--- src/rtl/regfile_pkg.sv ---
// Shared sizing and state encoding for registersArray and its dump reader.
package regfile_pkg;

    localparam int unsigned DATA_W    = 32;
    localparam int unsigned ADDR_W    = 3;
    localparam int unsigned NUM_REGS  = 8;
    localparam int unsigned PAIR_W    = ADDR_W - 1;
    localparam int unsigned NUM_PAIRS = NUM_REGS / 2;

    typedef logic [1:0] dumpState_t;

    localparam dumpState_t ST_IDLE  = 2'd0;
    localparam dumpState_t ST_READ  = 2'd1;
    localparam dumpState_t ST_EMIT0 = 2'd2;
    localparam dumpState_t ST_EMIT1 = 2'd3;

    // True when pair index k holds registers NUM_REGS-2 and NUM_REGS-1.
    function automatic logic isLastPair(input logic [PAIR_W-1:0] k);
        return k == PAIR_W'(NUM_PAIRS - 1);
    endfunction

endpackage

--- src/rtl/regfile_dump_pair_buf.sv ---
// Holds one even/odd register pair captured together and presents one word at a time.
module regfile_dump_pair_buf #(
    parameter int unsigned DataW = 32
) (
    input  logic             clk,
    input  logic             reset_n,
    input  logic             load_i,
    input  logic             sel_i,
    input  logic [DataW-1:0] data0_i,
    input  logic [DataW-1:0] data1_i,
    output logic [DataW-1:0] word_o
);

    logic [DataW-1:0] buf0;
    logic [DataW-1:0] buf1;

    always_ff @(posedge clk or negedge reset_n) begin
        if (!reset_n) begin
            buf0 <= '0;
            buf1 <= '0;
        end else if (load_i) begin
            buf0 <= data0_i;
            buf1 <= data1_i;
        end
    end

    assign word_o = sel_i ? buf1 : buf0;

endmodule

--- src/rtl/regfile_dump_reader.sv ---
// Walks registersArray two registers per read, streams them with valid/ready, flags overlapping writes.
module regfile_dump_reader
    import regfile_pkg::*;
(
    input  logic              clk,
    input  logic              reset_n,
    input  logic              start_i,
    input  logic              abort_i,
    output logic [ADDR_W-1:0] rd_addr1_o,
    output logic [ADDR_W-1:0] rd_addr2_o,
    input  logic [DATA_W-1:0] rd_data1_i,
    input  logic [DATA_W-1:0] rd_data2_i,
    input  logic              wr_en_i,
    input  logic [ADDR_W-1:0] wr_addr_i,
    output logic              out_valid_o,
    input  logic              out_ready_i,
    output logic [DATA_W-1:0] out_data_o,
    output logic [ADDR_W-1:0] out_addr_o,
    output logic              out_last_o,
    output logic              busy_o,
    output logic              done_o,
    output logic              stale_o
);

    dumpState_t        state;
    dumpState_t        stateNext;
    logic [PAIR_W-1:0] pairIdx;
    logic [PAIR_W-1:0] pairIdxNext;
    logic              staleFlag;
    logic              staleFlagNext;
    logic              loadPair;
    logic              captureHit;
    logic              selHi;

    logic              selHiNext;
    logic              validNext;
    logic              busyNext;
    logic              doneNext;
    logic              staleNext;
    logic              lastNext;
    logic [ADDR_W-1:0] outAddrNext;
    logic [ADDR_W-1:0] rdAddr1Next;
    logic [ADDR_W-1:0] rdAddr2Next;

    // A write at or below the current pair lands on a register already sampled.
    assign captureHit = wr_en_i && (wr_addr_i[ADDR_W-1:1] <= pairIdx);

    always_ff @(posedge clk or negedge reset_n) begin
        if (!reset_n) begin
            state       <= ST_IDLE;
            pairIdx     <= '0;
            staleFlag   <= 1'b0;
            selHi       <= 1'b0;
            rd_addr1_o  <= '0;
            rd_addr2_o  <= ADDR_W'(1);
            out_valid_o <= 1'b0;
            out_addr_o  <= '0;
            out_last_o  <= 1'b0;
            busy_o      <= 1'b0;
            done_o      <= 1'b0;
            stale_o     <= 1'b0;
        end else begin
            state       <= stateNext;
            pairIdx     <= pairIdxNext;
            staleFlag   <= staleFlagNext;
            selHi       <= selHiNext;
            rd_addr1_o  <= rdAddr1Next;
            rd_addr2_o  <= rdAddr2Next;
            out_valid_o <= validNext;
            out_addr_o  <= outAddrNext;
            out_last_o  <= lastNext;
            busy_o      <= busyNext;
            done_o      <= doneNext;
            stale_o     <= staleNext;
        end
    end

    always_comb begin
        stateNext     = state;
        pairIdxNext   = pairIdx;
        staleFlagNext = staleFlag;
        loadPair      = 1'b0;
        case (state)
            ST_IDLE: begin
                if (start_i && !abort_i) begin
                    stateNext     = ST_READ;
                    pairIdxNext   = '0;
                    staleFlagNext = 1'b0;
                end
            end
            ST_READ: begin
                loadPair      = 1'b1;
                staleFlagNext = staleFlag | captureHit;
                stateNext     = ST_EMIT0;
            end
            ST_EMIT0: begin
                staleFlagNext = staleFlag | captureHit;
                if (out_ready_i) begin
                    stateNext = ST_EMIT1;
                end
            end
            ST_EMIT1: begin
                staleFlagNext = staleFlag | captureHit;
                if (out_ready_i) begin
                    if (isLastPair(pairIdx)) begin
                        stateNext = ST_IDLE;
                    end else begin
                        pairIdxNext = PAIR_W'(pairIdx + 1'b1);
                        stateNext   = ST_READ;
                    end
                end
            end
            default: stateNext = ST_IDLE;
        endcase
        if (abort_i && (state != ST_IDLE)) begin
            stateNext = ST_IDLE;
        end
    end

    // Registered output values follow the state being entered.
    always_comb begin
        validNext   = (stateNext == ST_EMIT0) || (stateNext == ST_EMIT1);
        busyNext    = stateNext != ST_IDLE;
        selHiNext   = stateNext == ST_EMIT1;
        outAddrNext = {pairIdxNext, stateNext == ST_EMIT1};
        lastNext    = (stateNext == ST_EMIT1) && isLastPair(pairIdxNext);
        rdAddr1Next = {pairIdxNext, 1'b0};
        rdAddr2Next = {pairIdxNext, 1'b1};
        doneNext    = (state == ST_EMIT1) && out_ready_i && isLastPair(pairIdx) && !abort_i;
        staleNext   = doneNext && staleFlagNext;
    end

    regfile_dump_pair_buf #(
        .DataW(DATA_W)
    ) pairBuf (
        .clk    (clk),
        .reset_n(reset_n),
        .load_i (loadPair),
        .sel_i  (selHi),
        .data0_i(rd_data1_i),
        .data1_i(rd_data2_i),
        .word_o (out_data_o)
    );

endmodule
--- config.mk ---
export PLATFORM = sky130hd
export DESIGN_NAME = regfile_dump_reader
export DESIGN_NICKNAME = d
export VERILOG_FILES = /design/src/rtl/regfile_pkg.sv /design/src/rtl/regfile_dump_pair_buf.sv /design/src/rtl/regfile_dump_reader.sv
export SDC_FILE = /design/constraint.sdc
export NUM_CORES = 1
export LEC_CHECK = 0
export ABC_AREA = 1
export CELL_PAD_IN_SITES_DETAIL_PLACEMENT = 2
export CELL_PAD_IN_SITES_GLOBAL_PLACEMENT = 2
export CORE_ASPECT_RATIO = 1.25
export CORE_MARGIN = 4
export CORE_UTILIZATION = 24
export DETAILED_ROUTE_END_ITERATION = 6
export PLACE_DENSITY_LB_ADDON = 0.1
export SYNTH_ARGS = -nofsm -noshare
export SYNTH_HDL_FRONTEND = slang
export SYNTH_SLANG_ARGS = --single-unit
export TNS_END_PERCENT = 50
--- constraint.sdc ---
create_clock -name clk -period 1.24 [get_ports clk]
set_input_delay 0.124 -clock clk [delete_from_list [all_inputs] [get_ports clk]]
set_output_delay 0.124 -clock clk [all_outputs]
set_load 0.02 [all_outputs]
# Word-level counts from Yosys, hierarchy flattened
# Cells that the tools add are included.
# W data, S select, Z words.
dict set report totals {
  ff_bits 78
  inputBits 73
  output_inout_bits 46
  word_cells 50
}
dict set report classes {
  add_sub_neg 1
  order_cmp 1
  eq_ne 7
  muxes 14
  n_bitwise 1
  n_reduce_logical 14
}
# op count
set op_table {}
lappend op_table {{$mux W32} 1}
lappend op_table {{$mux W2} 7}
lappend op_table {{$eq A2 B2 Y1 const B} 6}
lappend op_table {{$logic_and A1 B1 Y1} 8}
lappend op_table {{$pmux W2 S4} 1}
lappend op_table {{$pmux W2 S2} 1}
lappend op_table {{$reduce_bool A2 Y1} 2}
lappend op_table {{$mux W1} 3}
lappend op_table {{$reduce_or A3 Y1} 1}
lappend op_table {{$add A2 B1 Y2 const B} 1}
lappend op_table {{$eq A2 B1 Y1 const B} 1}
lappend op_table {{$le A2 B2 Y1} 1}
lappend op_table {{$logic_not A2 Y1} 1}
lappend op_table {{$pmux W1 S2} 1}
lappend op_table {{$logic_not A1 Y1} 1}
lappend op_table {{$logic_or A1 B1 Y1} 1}
lappend op_table {{$or A1 B1 Y1} 1}

# Logic depth before layout (Yosys ltp)
dict set report logic_depth {
  word_depth 7
  depth_mapped 9
  depth_no_buf 9
}

# By module
# A second synthesis with hierarchy kept.
dict set report unflattened {
  hier_cells 459
  hier_area_um2 3554.7
}
# mod n_inst cells_each area_each_um2 seq_area_each_um2
set by_module_without_submodules {}
lappend by_module_without_submodules {regfile_dump_pair_buf 1 374 2864.0 1601.5}
lappend by_module_without_submodules {regfile_dump_reader 1 85 690.7 275.3}

# Least setup slack after synthesis
# No wires, ideal clock.
dict set report synth_path {
  path_kind {register -> register}
  start {register rd_addr1_o[2] (netlist name)}
  end {register stale_o}
  setup_ns 0.077
  arrival_ns 1.278
  required_time_ns 1.163
  path_slack_ns -0.115
  path_stages_with_launch 8
  n_path_buf 0
  period_less_slack_ns 1.355
  cell_sequence {dfrtp_1 -> inv_1 -> ha_1 -> inv_1 -> nor2_1 -> o21ai_0 -> nand3_1 -> a21oi_1}
}
# element line
set synth_lines {}
lappend synth_lines {{end signal, assigned} regfile_dump_reader.sv:74} ;# stale_o <= staleNext;
lappend synth_lines {{end, declared} regfile_dump_reader.sv:22} ;# output logic stale_o

==> impl_metrics.tcl <==
set metrics [dict create \
    core_area_um2 13870 \
    min_period_ns 1.603 \
    crit_slowest_cell "dfrtp_2" \
    gp_congestion 0.7477 \
    reg2reg_to "pairBuf.buf1[23]" \
    cts_sinks 75 \
    fillers 1420 \
    h-tree-depth 3 \
    drive_gt1_frac 0.5266 \
    r2r_cells 5 \
    die_y_um 141.5 \
    finalSetupTns_ns -23.91 \
    ys_types 21 \
    remaining_drc_errors 0 \
    finish.utilization 0.4774 \
    dp_cells 651 \
    yosysTopAreaCellShare 0.5484 \
    critical_path.cell_chain "buf_6 -> buf_12 -> buf_16 -> o21ai_4 -> buf_6" \
    slew_violations 0 \
    r2r_slack_ns -0.29 \
    max-vdd-ir-drop_mv 1.081 \
    synth_warnings 0 \
    rsz0062_at_grt "true" \
    syn_inst 356 \
    row_count 48 \
    grt_usage 0.1605 \
    leakagePower_nw 3.071 \
    synth_seq_cells 75 \
    synth_nets 435 \
    netlist_area_um2 3422 \
    finClkSkew_ns 0.01011 \
    synth_area_leader_cell "dfrtp_1" \
    clockBufferDepth 2 \
    io_pins 119 \
    syn_area_per_cell_um2 9.612 \
    synth_area_leaders "dfrtp_1, mux2_2, o21ai_0" \
    path_class "register to primary output" \
    r2r_start "state[1]" \
    cts_tree "yes" \
    clock_latency_ns 0.34 \
    viasPerCell 4.462 \
    critPathLaunchType "register" \
    wirelength_um 13640 \
    setup_violations 106 \
    power.density_nw_per_um2 2794 \
    drt-initial-drc-count 48 \
    required_ns 1.12 \
    cts_made_buffers 9 \
    wl_per_cell_um 19.42 \
    hold_path_class "input pin to async pin" \
    overflow 0 \
    fmax_mhz 624.0 \
    cp_max_fo 8 \
    cp-endpoint "out_data_o[19]" \
    cp-end-kind "primary output" \
    cp_common_cell "buf_6" \
    drv_cap 0 \
    cts_root_buf "clkbuf_16" \
    antenna_found_initial 1 \
    dp_hpwl_um 7686 \
    arrival_ns 1.48 \
    final_nets 600 \
    yosysSeqAreaShare 0.5484 \
    grt_pass1_wl_um 19990 \
    setup_slack_ns -0.3627 \
    vias 3132 \
    grt_pass1_vias 3680 \
    initial_core_util 0.2467 \
    final_cells 702 \
    hold_violations 0 \
    clk_pin_slew_ns 0.07 \
    route.antenna.remaining_nets 0 \
    die_x_um 114.8 \
    syn2layout_area_growth_pct 93.53 \
    worstSetupStartpoint "out_addr_o[0]" \
    violations "setup timing" \
    die-area_um2 16240 \
    dr.pass1.iters 4 \
    grt_max_degree 35 \
    status "complete, but fails checks" \
    port_buffers 115 \
    fin_crit_sh 1.292 \
    max_stage_delay_ns 0.43 \
]
sequential cells by signal (all words and copies together) (netlist names), 2 cells and up:
signal / flops
out_addr_o: 2
pairBuf.buf0: 32
pairBuf.buf1: 32
state: 2
worst min path at each step:
stage / startpoint / to / slack [ns] / depth (start not counted)
2_1_floorplan: reset_n / busy_o / -0.17 / 0
3_3_place_gp: reset_n / pairBuf.buf0[29] / 0.04 / 1
3_5_place_dp: reset_n / pairBuf.buf0[29] / 0.05 / 1
4_1_cts: reset_n / pairBuf.buf1[29] / 0.24 / 2
5_1_grt: reset_n / pairBuf.buf0[29] / 0.27 / 2
6_report: reset_n / pairBuf.buf0[29] / 0.25 / 2
what timing repair did:
action / 4_1_cts / 5_1_grt
buffers inserted: 11 / 12
endpoints found under the setup margin: 108 / 110
gates resized for setup: 396 / 158
hold endpoints to repair: 41 / 0
gates cloned: 10 / 2
hold buffers: 1 / 0
pin swaps: 26 / 18
per-stage QoR:
| step | hold WS, ns | instance area, um^2 | worst slack, ns | total power [mW] |
|---|---|---|---|---|
| final | 0.2465 | 6623 | -0.3627 | 18.50 |
| after CTS | 0.2369 | 6042 | -0.3263 | 16.60 |
| after detailed placement | 0.04984 | 4926 | -0.4413 | 10.71 |
| after global routing | 0.2672 | 6623 | -0.4074 | 19.56 |
| after global placement | 0.04297 | 4926 | -0.4392 | 10.50 |
| after floorplan | -0.1716 | 3427 | -0.06304 | 7.739 |
where the power goes:
group / total [mW] / internal (mW) / switching [mW] / leakage [nW]
combinational: 11.2 / 5.94 / 5.27 / 2.00
sequential: 4.27 / 3.62 / 0.652 / 0.908
clock: 3.01 / 1.97 / 1.04 / 0.161
placed cells by master, fill, tap and decap left out, drive strengths merged:
cell,n
buf,99
nand2,84
dfrtp,75
clkdlybuf4s50,70
o21ai,67
inv,46
mux2,32
clkbuf,16
nor2,9
ha,6
dlygate4sd2,5
nand3,5
bufinv,3
conb,2
a21oi,2
diode,1
or2,1
a31oi,1
nand4,1
clkinv,1
dlygate4sd3,1
layout make-up:
class	instances	area (um^2)	area share
tap	175	219.0	0.03306
multi-input combinational	210	1934	0.2921
clock buffer	12	236.5	0.03571
antenna	1	2.502	0.0003779
inverter	46	182.7	0.02758
timing repair buffer	179	2066	0.3119
sequential	75	1883	0.2843
clock inverter	4	98.84	0.01493
logic make-up after synthesis:
group | count (synthesis) | synth area share
adders and majority gates | 6 | 0.02194
DFF | 75 | 0.5484
muxes | 32 | 0.1053
buffers and inverters | 71 | 0.1027
AOI/OAI and AO/OA | 70 | 0.1027
other | 2 | 0.002195
and+or+nand+nor | 100 | 0.1166
metal layers:
layer	vias up	global-route usage	routed length (um)
li1	1461	-	-
met1	1581	0.1839	5309
met2	78	0.2953	7620
met3	12	0.03285	489
met4	0	0.05068	216
met5	-	0	0
Yosys cell counts:
library cell / count
buf_2: 5
ha_1: 6
clkbuf_1: 4
dfrtp_1: 75
nand4_1: 1
or2_0: 1
nor2_1: 7
inv_2: 2
a21oi_1: 2
buf_4: 11
conb_1: 2
buf_6: 5
nor2_2: 2
nand3_2: 1
o21ai_0: 67
mux2_2: 32
inv_1: 44
nand2_1: 83
nand3_1: 4
a31oi_1: 1
nand2_2: 1
critical path, delay by kind of cell, from the launching register on:
kind / cells / cell delay (ns)
buf+inv: 4 / 0.57
compound gates: 1 / 0.13
flops: 1 / 0.43
No activity file was read; power rests on OpenSTA's default activity.
